===== config.mk =====
export PLATFORM = sky130hd
export DESIGN_NAME = psum_bram_arbiter
export DESIGN_NICKNAME = d
export VERILOG_FILES = /design/src/rtl/psum_arb_pkg.sv /design/src/rtl/rr_priority_picker.sv /design/src/rtl/psum_bram_arbiter.sv
export SDC_FILE = /design/constraint.sdc
export NUM_CORES = 1
export LEC_CHECK = 0
export CORE_AREA = 2 2 165 167
export CTS_CLUSTER_SIZE = 20
export DETAILED_ROUTE_END_ITERATION = 8
export DIE_AREA = 0 0 167 169
export DONT_BUFFER_PORTS = 1
export PLACE_DENSITY = 0.43
export SLEW_MARGIN = 0
export SYNTH_ARGS = -nofsm -noshare
export SYNTH_HDL_FRONTEND = slang
export SYNTH_SLANG_ARGS = --single-unit

===== constraint.sdc =====
create_clock -name clk -period 4.4 [get_ports clk]
set_clock_uncertainty 0.2 [all_clocks]
set_input_delay 0.44 -clock clk [delete_from_list [all_inputs] [get_ports clk]]
set_output_delay 0.44 -clock clk [all_outputs]
set_load 0.02 [all_outputs]

===== src/rtl/psum_arb_pkg.sv =====
// Shared types and helpers for the partial-sum BRAM arbiter.
package psum_arb_pkg;

  typedef enum logic [1:0] {
    ST_IDLE  = 2'd0,
    ST_GRANT = 2'd1,
    ST_REL   = 2'd2
  } arb_state_t;

  localparam int OWNER_BIT = 3;

  function automatic int clog2(input int value);
    int r;
    r = 0;
    while ((1 << r) < value) r++;
    return (r < 1) ? 1 : r;
  endfunction

endpackage


===== src/rtl/rr_priority_picker.sv =====
// Combinational round-robin picker: first asserted request at or after ptr, wrapping to index 0.
module rr_priority_picker
  import psum_arb_pkg::*;
#(
  parameter int N     = 4,
  parameter int PTR_W = 2
) (
  input  logic [N-1:0]         req,
  input  logic [PTR_W-1:0]     ptr,
  output logic [N-1:0]         pick,
  output logic [OWNER_BIT-1:0] idx,
  output logic                 valid
);

  logic [N-1:0] upper;
  logic [N-1:0] sel;

  // Prefer requests at or above the pointer; fall back to the lowest request to wrap around.
  always_comb begin
    upper = '0;
    pick  = '0;
    idx   = '0;
    valid = |req;
    for (int i = 0; i < N; i++) begin
      upper[i] = req[i] && (i >= int'(ptr));
    end
    sel = (|upper) ? upper : req;
    for (int i = N - 1; i >= 0; i--) begin
      if (sel[i]) begin
        pick    = '0;
        pick[i] = 1'b1;
        idx     = OWNER_BIT'(i);
      end
    end
  end

endmodule


===== src/rtl/psum_bram_arbiter.sv =====
// Round-robin arbiter sharing one output-BRAM port; each grant covers a whole read-modify-write.
// Optional hold watchdog enabled by defining PSUM_ARB_WDOG_EN.
module psum_bram_arbiter
  import psum_arb_pkg::*;
#(
  parameter int NUM_REQ       = 4,
  parameter int BRAM_WIDTH    = 32,
  parameter int BRAM_ADDR_BIT = 32,
  parameter int BRAM_BYTE     = BRAM_WIDTH / 8,
  parameter int MAX_HOLD      = 64
) (
  input  logic                               clk,
  input  logic                               rst,
  input  logic [NUM_REQ-1:0]                 req,
  output logic [NUM_REQ-1:0]                 gnt,
  input  logic [NUM_REQ*BRAM_ADDR_BIT-1:0]   req_addr,
  input  logic [NUM_REQ*BRAM_WIDTH-1:0]      req_din,
  input  logic [NUM_REQ*BRAM_BYTE-1:0]       req_wen,
  output logic [BRAM_WIDTH-1:0]              rdata,
  output logic [OWNER_BIT-1:0]               owner,
  output logic                               busy,
  output logic                               wdog_err,
  output logic [BRAM_ADDR_BIT-1:0]           BRAM_addr,
  output logic                               BRAM_clk,
  output logic [BRAM_WIDTH-1:0]              BRAM_din,
  input  logic [BRAM_WIDTH-1:0]              BRAM_dout,
  output logic                               BRAM_en,
  output logic                               BRAM_rst,
  output logic [BRAM_BYTE-1:0]               BRAM_wen
);

  localparam int PTR_W = clog2(NUM_REQ);

  arb_state_t               state;
  logic [PTR_W-1:0]         rr_ptr;
  logic [PTR_W-1:0]         next_ptr;
  logic [NUM_REQ-1:0]       eligible;
  logic [NUM_REQ-1:0]       pick;
  logic [OWNER_BIT-1:0]     pick_idx;
  logic                     pick_valid;
  logic [BRAM_ADDR_BIT-1:0] mux_addr;
  logic [BRAM_ADDR_BIT-1:0] last_addr;
  logic [BRAM_WIDTH-1:0]    mux_din;
  logic [BRAM_WIDTH-1:0]    last_din;
  logic [BRAM_BYTE-1:0]     mux_wen;
  logic                     owner_req;
  logic                     revoke;

  rr_priority_picker #(
    .N     (NUM_REQ),
    .PTR_W (PTR_W)
  ) u_picker (
    .req   (eligible),
    .ptr   (rr_ptr),
    .pick  (pick),
    .idx   (pick_idx),
    .valid (pick_valid)
  );

  always_comb begin
    mux_addr  = '0;
    mux_din   = '0;
    mux_wen   = '0;
    owner_req = 1'b0;
    for (int i = 0; i < NUM_REQ; i++) begin
      if (owner == OWNER_BIT'(i)) begin
        mux_addr  = req_addr[i*BRAM_ADDR_BIT +: BRAM_ADDR_BIT];
        mux_din   = req_din[i*BRAM_WIDTH +: BRAM_WIDTH];
        mux_wen   = req_wen[i*BRAM_BYTE +: BRAM_BYTE];
        owner_req = req[i];
      end
    end
  end

  assign next_ptr  = (owner == OWNER_BIT'(NUM_REQ - 1)) ? '0 : PTR_W'(owner + 3'd1);
  assign BRAM_addr = busy ? mux_addr : last_addr;
  assign BRAM_din  = busy ? mux_din : last_din;
  assign BRAM_wen  = busy ? mux_wen : '0;
  assign BRAM_clk  = clk;
  assign BRAM_en   = 1'b1;
  assign BRAM_rst  = 1'b0;
  assign rdata     = BRAM_dout;

`ifdef PSUM_ARB_WDOG_EN
  localparam int HOLD_W = clog2(MAX_HOLD + 1);

  logic [HOLD_W-1:0]  hold_cnt;
  logic [NUM_REQ-1:0] blocked;
  logic               wdog_q;

  assign revoke   = (state == ST_GRANT) && owner_req && (hold_cnt == HOLD_W'(MAX_HOLD - 1));
  assign eligible = req & ~blocked;
  assign wdog_err = wdog_q;

  // A revoked owner stays locked out until it lowers its request for at least one cycle.
  always_ff @(posedge clk or posedge rst) begin
    if (rst) begin
      hold_cnt <= '0;
      blocked  <= '0;
      wdog_q   <= 1'b0;
    end else begin
      blocked  <= (blocked & req) | (revoke ? gnt : '0);
      hold_cnt <= (state == ST_GRANT) ? hold_cnt + 1'b1 : '0;
      if (revoke) wdog_q <= 1'b1;
    end
  end
`else
  assign revoke   = 1'b0;
  assign eligible = req;
  assign wdog_err = 1'b0;
`endif

  always_ff @(posedge clk or posedge rst) begin
    if (rst) begin
      state     <= ST_IDLE;
      gnt       <= '0;
      owner     <= '0;
      busy      <= 1'b0;
      rr_ptr    <= '0;
      last_addr <= '0;
      last_din  <= '0;
    end else begin
      case (state)
        ST_IDLE: begin
          if (pick_valid) begin
            gnt   <= pick;
            owner <= pick_idx;
            busy  <= 1'b1;
            state <= ST_GRANT;
          end
        end
        ST_GRANT: begin
          last_addr <= mux_addr;
          last_din  <= mux_din;
          if (!owner_req || revoke) begin
            gnt    <= '0;
            busy   <= 1'b0;
            rr_ptr <= next_ptr;
            state  <= ST_REL;
          end
        end
        ST_REL:  state <= ST_IDLE;
        default: state <= ST_IDLE;
      endcase
    end
  end

endmodule


**Word-level counts from Yosys, hierarchy flattened**

Index checks and enable logic that the tools add are counted.

- Add/subtract/negate cells: 1
- $lt $le $gt $ge: 3
- Equal/unequal tests: 6
- Multiplexer cells: 38
- Bitwise gates (word level): 1
- Reductions and logical operators: 12

Operator list:

| cell | number |
|---|---|
| 32-bit two-way mux | 10 |
| 4-bit two-way mux | 11 |
| 2-bit two-way mux | 7 |
| 4-bit one-hot mux with 2 select lines | 1 |
| 4-bit OR reduction | 2 |
| 1-bit two-way mux | 6 |
| 2-bit AND reduction | 3 |
| 2-bit by 1-bit equality test with 1-bit output (second input constant) | 2 |
| 2-bit equality test (second input constant) | 2 |
| 1-bit by 2-bit greater-or-equal comparator with 1-bit output (first input constant) | 2 |
| 2-bit inequality test (second input constant) | 2 |
| 2-bit one-hot mux with 2 select lines | 1 |
| 1-bit logical AND | 3 |
| 3-bit logical NOT | 1 |
| 3-bit two-way mux | 1 |
| 3-bit AND reduction | 1 |
| 2-bit by 1-bit adder with 2-bit output (second input constant) | 1 |
| 2-bit greater-or-equal comparator (first input constant) | 1 |
| 2-bit logical NOT | 1 |
| 1-bit one-hot mux with 2 select lines | 1 |
| 2-bit nonzero test | 1 |
| 1-bit inverter | 1 |

- Register bits: 75
- Output and inout port bits: 112
- Word-level logic and storage cells: 68

**Longest topological paths before layout**

Gate-level depths: netlist of the first run.

- Depth in word-level cells: 9
- Gate-level depth with buffers: 9
- Gate-level depth less buffers: 6

**Hierarchy**

From an unflattened synthesis of the first run, not the netlist that was laid out.

- Cells, all modules: 727
- Area total of the unflattened synthesis: 6193.4 sq um

Modules (own cells, without submodules):

| module | instances | cells an instance | area each (sq um) | sequential area each (sq um) |
|---|---|---|---|---|
| psum_bram_arbiter | 1 | 692 | 5954.5 | 1901.8 |
| rr_priority_picker | 1 | 35 | 239.0 | 0.0 |

==> results of run 1 <==
## area by class of cell
cell class	count	area [um^2]
clock inverter	7	124
fill	3008	20000
clock buffer	9	225
inverter	75	283
timing repair buffer	16	185
sequential	75	1880
antenna	1	2.50
tap	341	427
multi-input combinational	647	3340
## flip-flops by register name, summed over array words and instances, names as in the netlist
register and count:
last_addr 32, rr_ptr 2, owner 2, busy 1, last_din 32, gnt 4
state 2
## worst max-delay path by stage
stage | start | to | slack [ps] | cells after the start
after CTS | owner[1] | BRAM_din[12] | 610 | 7
after global routing | owner[1] | BRAM_addr[4] | 400 | 7
after floorplan | clk | BRAM_clk | 1430 | 1
after global placement | owner[1] | BRAM_din[12] | 1050 | 7
after detailed placement | owner[1] | BRAM_din[12] | 1010 | 7
final | owner[1] | BRAM_din[12] | 640 | 7
## timing repair
action	in CTS	in global routing
setup buffers	0	0
hold endpoints to repair	35	0
hold buffers	1	0
## kinds of logic after synthesis
| family | Yosys count | share of synthesized area |
|---|---|---|
| fa+ha+maj | 4 | 0.00825 |
| flops | 75 | 0.309 |
| simple gates | 221 | 0.143 |
| mux | 5 | 0.00990 |
| compound gates | 413 | 0.379 |
| other cells | 2 | 0.00124 |
| buf+inv | 194 | 0.149 |
## worst reg2reg max path, delay by kind of cell, from the launching register on
family | cells | cell delay [ps]
DFF | 1 | 630
buffers and inverters | 1 | 330
and+or+nand+nor | 1 | 100
adders and majority gates | 1 | 700
AOI/OAI and AO/OA | 2 | 610
muxes | 1 | 310
## synthesized netlist by cell type (all sizes together)
master and n:
o2bb2ai 3, o21ai 72, inv 75, o41ai 1, nand3b 1, nand2b 3, dfrtp 75, a22o 4
buf 69, a211oi 4, nor4 1, o22ai 2, clkbuf 50, nor3b 1, a21o 1, o221ai 2
conb 2, o21a 1, nor2 130, or3 2, a21oi 258, nor2b 5, mux2 5, nand2 77
a22oi 65, ha 4, and2 1
## per-stage QoR
stage / power (mW) / cells / hold slack [ps]
floorplan: 4.82 / 916 / 296
global placement: 5.72 / 1153 / 240
detailed placement: 5.77 / 1153 / 240
CTS: 6.71 / 1170 / 17.1
global route: 7.23 / 1170 / 50.6
finish: 6.57 / 1171 / 52.1
## power by group
part	switching (mW)	total, mW	internal [mW]
clock	0.335	0.895	0.560
sequential	0.317	1.38	1.06
combinational	3.02	4.29	1.27
total	3.67	6.57	2.90
## routing by layer
metal / routed length, um / global-route usage / part of all wire / vias up
met4: 423 / 0.0551 / 0.020 / 0
met2: 10900 / 0.253 / 0.50 / 258
met3: 1540 / 0.0372 / 0.071 / 27
met5: 0 / 0 / 0 / -
met1: 8790 / 0.179 / 0.41 / 2702
li1: - / - / - / 2907
==> results.env, run 1 <==
FMAX_MHz=266
RUN_STATUS='complete, no violations'
CTSROOTBUFFERMASTER='clkbuf_16'
DISTINCT_CELL_TYPE_COUNT_AFTER_SYNTHESIS=33
INITIAL_UTILIZATION=0.229
HOLDPATHEND='gnt[0]'
ENDPOINT_KIND='output port'
DRT-INITIAL-DRC-COUNT=340
DIEAREA_UM2=28200
PLACEABLECOREAREA_UM2=26500
GRT_MAX_DEGREE=85
ANTENNA_FOUND_INITIAL=0
SYNTH_TOP_AREA_SHARE=0.309
RELATIVE_MAX_TRANSITION_MARGIN=0.359
WORST_EP_REQUIRED_TIME_PS=3760
HTREEDEPTH=3
CLOCK-SINKS=75
CRITPATHBUFINV=2
LAYOUT.CELLS.MOST_COMMON_LIST='a21oi_1, nor2_1, nand2_1, inv_1, dfrtp_1'
GRT_FIRST_PASS_WIRELENGTH_UM=32500
TOTAL_STANDARD_CELL_AREA_AFTER_SYNTHESIS_UM2=6060
TIMING.SETUP.CRITICAL_PATH_CLASS='reg2out'
YOSYSSEQAREASHARE=0.309
DIEHEIGHT_UM=169
TOP_LEVEL_PORTS=422
IR_WORST_VDD_mV=0.287
CRITICAL_PATH.TOP_DELAY_FAMILY='compound AO/OA/AOI/OAI gates'
CRIT_PATH_TOP_DELAY_CELL='ha_4'
DETAILEDPLACEMENTHPWL_UM=16000
DRT_WL_TOTAL_UM=21700
PORT-BUFFER-COUNT=0
FIRST_PASS_ITERS=6
WORST-PATH-MAX-FANOUT=85
TIMING.HOLD.WORST_PATH_DEPTH=2
FINAL_CORE_UTIL=0.244
POWER_DENSITY_nW_PER_UM2=1020
LAYOUT_WORST_PATH_CYCLE_SHARE=0.854
TRITONCTS='yes'
POWER.LEAKAGE_nW=2.67
POST_ROUTE_CELLS_DRIVE_ABOVE_1_SHARE=0.0567
FP.DIEW_UM=167
CLOCK_PERIOD_MINUS_WORST_SLACK_PS=3760
SYNTHCELLS=914
CTS_REPAIR_RESIZE_COUNT=0
SKEW_PAIR_LATE_INSERTION_DELAY_PS=340
CTS.REPORTEDPATHS.CLKPINSLEW_PS=70
SYN2LAYOUT_AREA_GROWTH_PCT=6.66
INSTANCE_AREA_AFTER_PLACEMENT_UM2=6110
POST_DRT_VIA_CELL_RATIO=5.03
SYN-MEAN-INSTANCE-AREA_UM2=6.64
FINALWEIGHTEDCONGESTION=0.793
WORSTHOLDSTART='req[0]'
WL_PER_CELL_UM=18.5
VIAS=5894
GRT_SETUP_UNREPAIRED='false'
DESIGN_AREA_UM2=6470
CP_ARRIVAL_PS=3120
TIMING.CRITICAL_PATH.MODE_CELL='a21oi_1'
SETUP_VIOLATIONS=0
REPORT.FINAL.HOLD_VIOL_COUNT=0
SYNTH_AREA_LEADERS='dfrtp_1, a21oi_1, a22oi_1'
YOSYS_WARNINGS=0
SYNTH_SEQ_CELLS=75
DPL_WS_PS=1010
SETUP_TOTAL_NEGATIVE_SLACK_PS=0
FF2FF_PATH_DEPTH=6
ROW_COUNT=60
CP_CELL_SEQUENCE='inv_1, ha_4, buf_4, a21oi_1, o21ai_0, a22oi_1, a21oi_1'
NETS=1138
MAX_SLEW.WORST_PIN.SLEW_PS=960
DRV_SLEW=0
LEADING_CELL_TYPE_IN_THE_LAYOUT_FILL_AND_TAPS_EXCLUDED='a21oi_1'
REMAINING_DRC_ERRORS=0
GROUTE.USAGE.OVERALL=0.148
REG2REG_SETUP_SLACK_PS=1410
CRIT-REG2REG-LAUNCH='owner[0]'
MAXCAPVIOLATIONS=0
GRT-OVFL-TOTAL=0
SYNTHDOMINANTAREACELLTYPE='dfrtp_1'
VIAS_IN_THE_FIRST_GLOBAL_ROUTE=5485
CLK_PATH_BUF_DEPTH=2
MAX_STAGE_DELAY_PS=710
CTS-BUFFERS-INSERTED=9
ANT_NETS=0
FINALWORSTSETUPSLACK_PS=644
TYPE_OF_ELEMENT_LAUNCHING_THE_CRITICAL_PATH='register'
R2R_END='rr_ptr[1]'
HP-CLASS='in2reg'
(Power assumes the default switching activity.)
==> run 2, diff against run 1 <==
Settings changed: CORE_AREA 2 2 165 167 to 2 2 164 166, DIE_AREA 0 0 167 169 to 0 0 166 168.
==> results.env, run 2 (synthesized netlist as in run 1, its figures left out) <==
FP.DIEW_UM=166  # was 167 um
REPORT.FINAL.HOLD_VIOL_COUNT=0  # unchanged
FMAX_MHz=275  # was 266 MHz
MAXCAPVIOLATIONS=0  # unchanged
INSERTEDDIODECOUNT=0  # was 1
SETUP_TOTAL_NEGATIVE_SLACK_PS=0  # unchanged
TYPE_OF_ELEMENT_LAUNCHING_THE_CRITICAL_PATH='register'  # unchanged
P_INT_mW=2.89  # was 2.90 mW
GRT_FIRST_PASS_WIRELENGTH_UM=33100  # was 32,500 um
CP_CELL_SEQUENCE='inv_1, ha_4, buf_12, a21oi_1, o21ai_0, a22oi_1, a21oi_1'  # was inv_1, ha_4, buf_4, a21oi_1, o21ai_0, a22oi_1, a21oi_1
POST_DRT_VIA_CELL_RATIO=5.04  # was 5.03
DIEHEIGHT_UM=168  # was 169 um
POWER.SWITCHING_FRACTION=0.559  # about the same
TIMING.SETUP.CRITICAL_PATH_CLASS='reg2out'  # unchanged
WORST-PATH-MAX-FANOUT=71  # was 85
CRITICAL_PATH.TOP_DELAY_FAMILY='compound AO/OA/AOI/OAI gates'  # unchanged
POWER.SWITCHING_mW=3.66  # was 3.67 mW
VIAS=5898  # was 5,894
LAYOUT_WORST_PATH_CYCLE_SHARE=0.827  # was 0.854
FINALWORSTSETUPSLACK_PS=761  # was 644 ps
PORT-BUFFER-COUNT=0  # unchanged
INITIAL_UTILIZATION=0.230  # was 0.229
PLACEABLECOREAREA_UM2=26400  # was 26,500 um^2
CRITPATHBUFINV=2  # unchanged
POWER.LEAKAGE_nW=2.67  # about the same
FINALWEIGHTEDCONGESTION=0.769  # was 0.793
LAYOUT.CELLS.MOST_COMMON_LIST='a21oi_1, nor2_1, nand2_1, inv_1, dfrtp_1'  # unchanged
WORST_EP_REQUIRED_TIME_PS=3760  # about the same
GRT_MAX_DEGREE=72  # was 85
CTSROOTBUFFERMASTER='clkbuf_16'  # unchanged
TIMING.CRITICAL_PATH.MODE_CELL='a21oi_1'  # unchanged
ANT_NETS=0  # unchanged
IR_WORST_VDD_mV=0.296  # was 0.287 mV
GRT_SETUP_UNREPAIRED='false'  # unchanged
SYN2LAYOUT_AREA_GROWTH_PCT=6.42  # was 6.66%
POST-PLACE-CELLS=1153  # unchanged
CLOCK-SINKS=75  # unchanged
DRT-INITIAL-DRC-COUNT=376  # was 340
ENDPOINT_KIND='output port'  # unchanged
DPL_WS_PS=1100  # was 1010 ps
GRT-OVFL-TOTAL=0  # unchanged
CTS-BUFFERS-INSERTED=9  # unchanged
DESIGN_POWER_TOTAL_mW=6.54  # was 6.57 mW
DRV_SLEW=0  # unchanged
POWER_DENSITY_nW_PER_UM2=1010  # was 1020 nW/um^2
DIEAREA_UM2=27900  # was 28,200 um^2
SETUP_VIOLATIONS=0  # unchanged
NETS=1138  # unchanged
POST_LAYOUT_NONFILLER_INSTANCES=1170  # was 1,171
TRITONCTS='yes'  # unchanged
WL_PER_CELL_UM=18.5  # about the same
BIGGESTREGSBYFLOPS='last_addr: 32 flops, last_din: 32 flops, gnt: 4 flops'  # unchanged
RUN_STATUS='complete, no violations'  # unchanged
CRIT_PATH_TOP_DELAY_CELL='ha_4'  # unchanged
REG2REG_SETUP_SLACK_PS=1330  # was 1410 ps
VIAS_IN_THE_FIRST_GLOBAL_ROUTE=5613  # was 5,485
CLK_PATH_BUF_DEPTH=2  # unchanged
RELATIVE_MAX_TRANSITION_MARGIN=0.443  # was 0.359
POST_ROUTE_CELLS_DRIVE_ABOVE_1_SHARE=0.0567  # unchanged
DETAILEDPLACEMENTHPWL_UM=15900  # was 16,000 um
MAX_STAGE_DELAY_PS=590  # was 710 ps
TOP_LEVEL_PORTS=422  # unchanged
SKEW_PAIR_LATE_INSERTION_DELAY_PS=340  # about the same
ROW_COUNT=60  # unchanged
REMAINING_DRC_ERRORS=0  # unchanged
PWR-SHARE-COMB=0.655  # was 0.654
HTREEDEPTH=3  # unchanged
LEADING_CELL_TYPE_IN_THE_LAYOUT_FILL_AND_TAPS_EXCLUDED='a21oi_1'  # unchanged
GROUTE.USAGE.OVERALL=0.151  # was 0.148
CLOCK_POWER_SHARE=0.136  # about the same
FINAL_CORE_UTIL=0.245  # was 0.244
CTS.REPORTEDPATHS.CLKPINSLEW_PS=70  # about the same
ANTENNA_FOUND_INITIAL=0  # unchanged
DRT_WL_TOTAL_UM=21700  # about the same
CP_ARRIVAL_PS=3000  # was 3120 ps
MAX_SLEW.WORST_PIN.SLEW_PS=836  # was 960 ps
FIRST_PASS_ITERS=4  # was 6
POWER_SHARE_OF_THE_SEQUENTIAL_GROUP=0.208  # was 0.210
CLOCK_PERIOD_MINUS_WORST_SLACK_PS=3640  # was 3760 ps
HP-CLASS='in2reg'  # unchanged
[run 2: area by class of cell]
type                    count  area (um^2)
multi-input cells         647         3340
clock inverters             7          124
inverters                  75          283
well taps                 341          427
flip-flops and latches     75         1880
clock buffers               9          225
repair buffers             16          173
fillers                  2991        19900
[run 2: layer usage]
metal	track usage	share of wire
met5	0	0
met2	0.258	0.49
met3	0.0421	0.068
met4	0.0578	0.027
met1	0.181	0.42
[run 2: final timing paths]
check	start	end	cells after the start
setup / recovery	owner[1]	BRAM_din[4]	7
hold / removal	req[0]	gnt[0]	2
setup reg to reg	owner[1]	rr_ptr[1]	7
hold reg to reg	last_addr[13]	last_addr[13]	2
max in group asynchronous	rst	last_addr[1]	3
min in group asynchronous	rst	last_addr[19]	2
[run 2: power by group through the flow]
| stage | Clock [mW] | Sequential (mW) | Combinational [mW] |
|---|---|---|---|
| after floorplan | 0.0266 | 1.26 | 3.53 |
| after global placement | 0 | 1.37 | 4.31 |
| after detailed placement | 0 | 1.37 | 4.34 |
| after CTS | 0.941 | 1.37 | 4.35 |
| after global routing | 0.961 | 1.42 | 4.81 |
| final | 0.891 | 1.36 | 4.29 |
[run 2: repair_timing]
action                                 4_1_cts  5_1_grt
setup buffers                                0        0
resized for setup                            0        0
hold buffers                                 1        0
endpoints found under the hold margin       44        0
[run 2: through the flow]
| stage | hold WS [ps] | area [um^2] |
|---|---|---|
| finish | 53.9 | 6450 |
| global placement | 240 | 6090 |
| floorplan | 296 | 6070 |
| global route | 28.8 | 6450 |
| CTS | 25.2 | 6450 |
| detailed placement | 240 | 6090 |
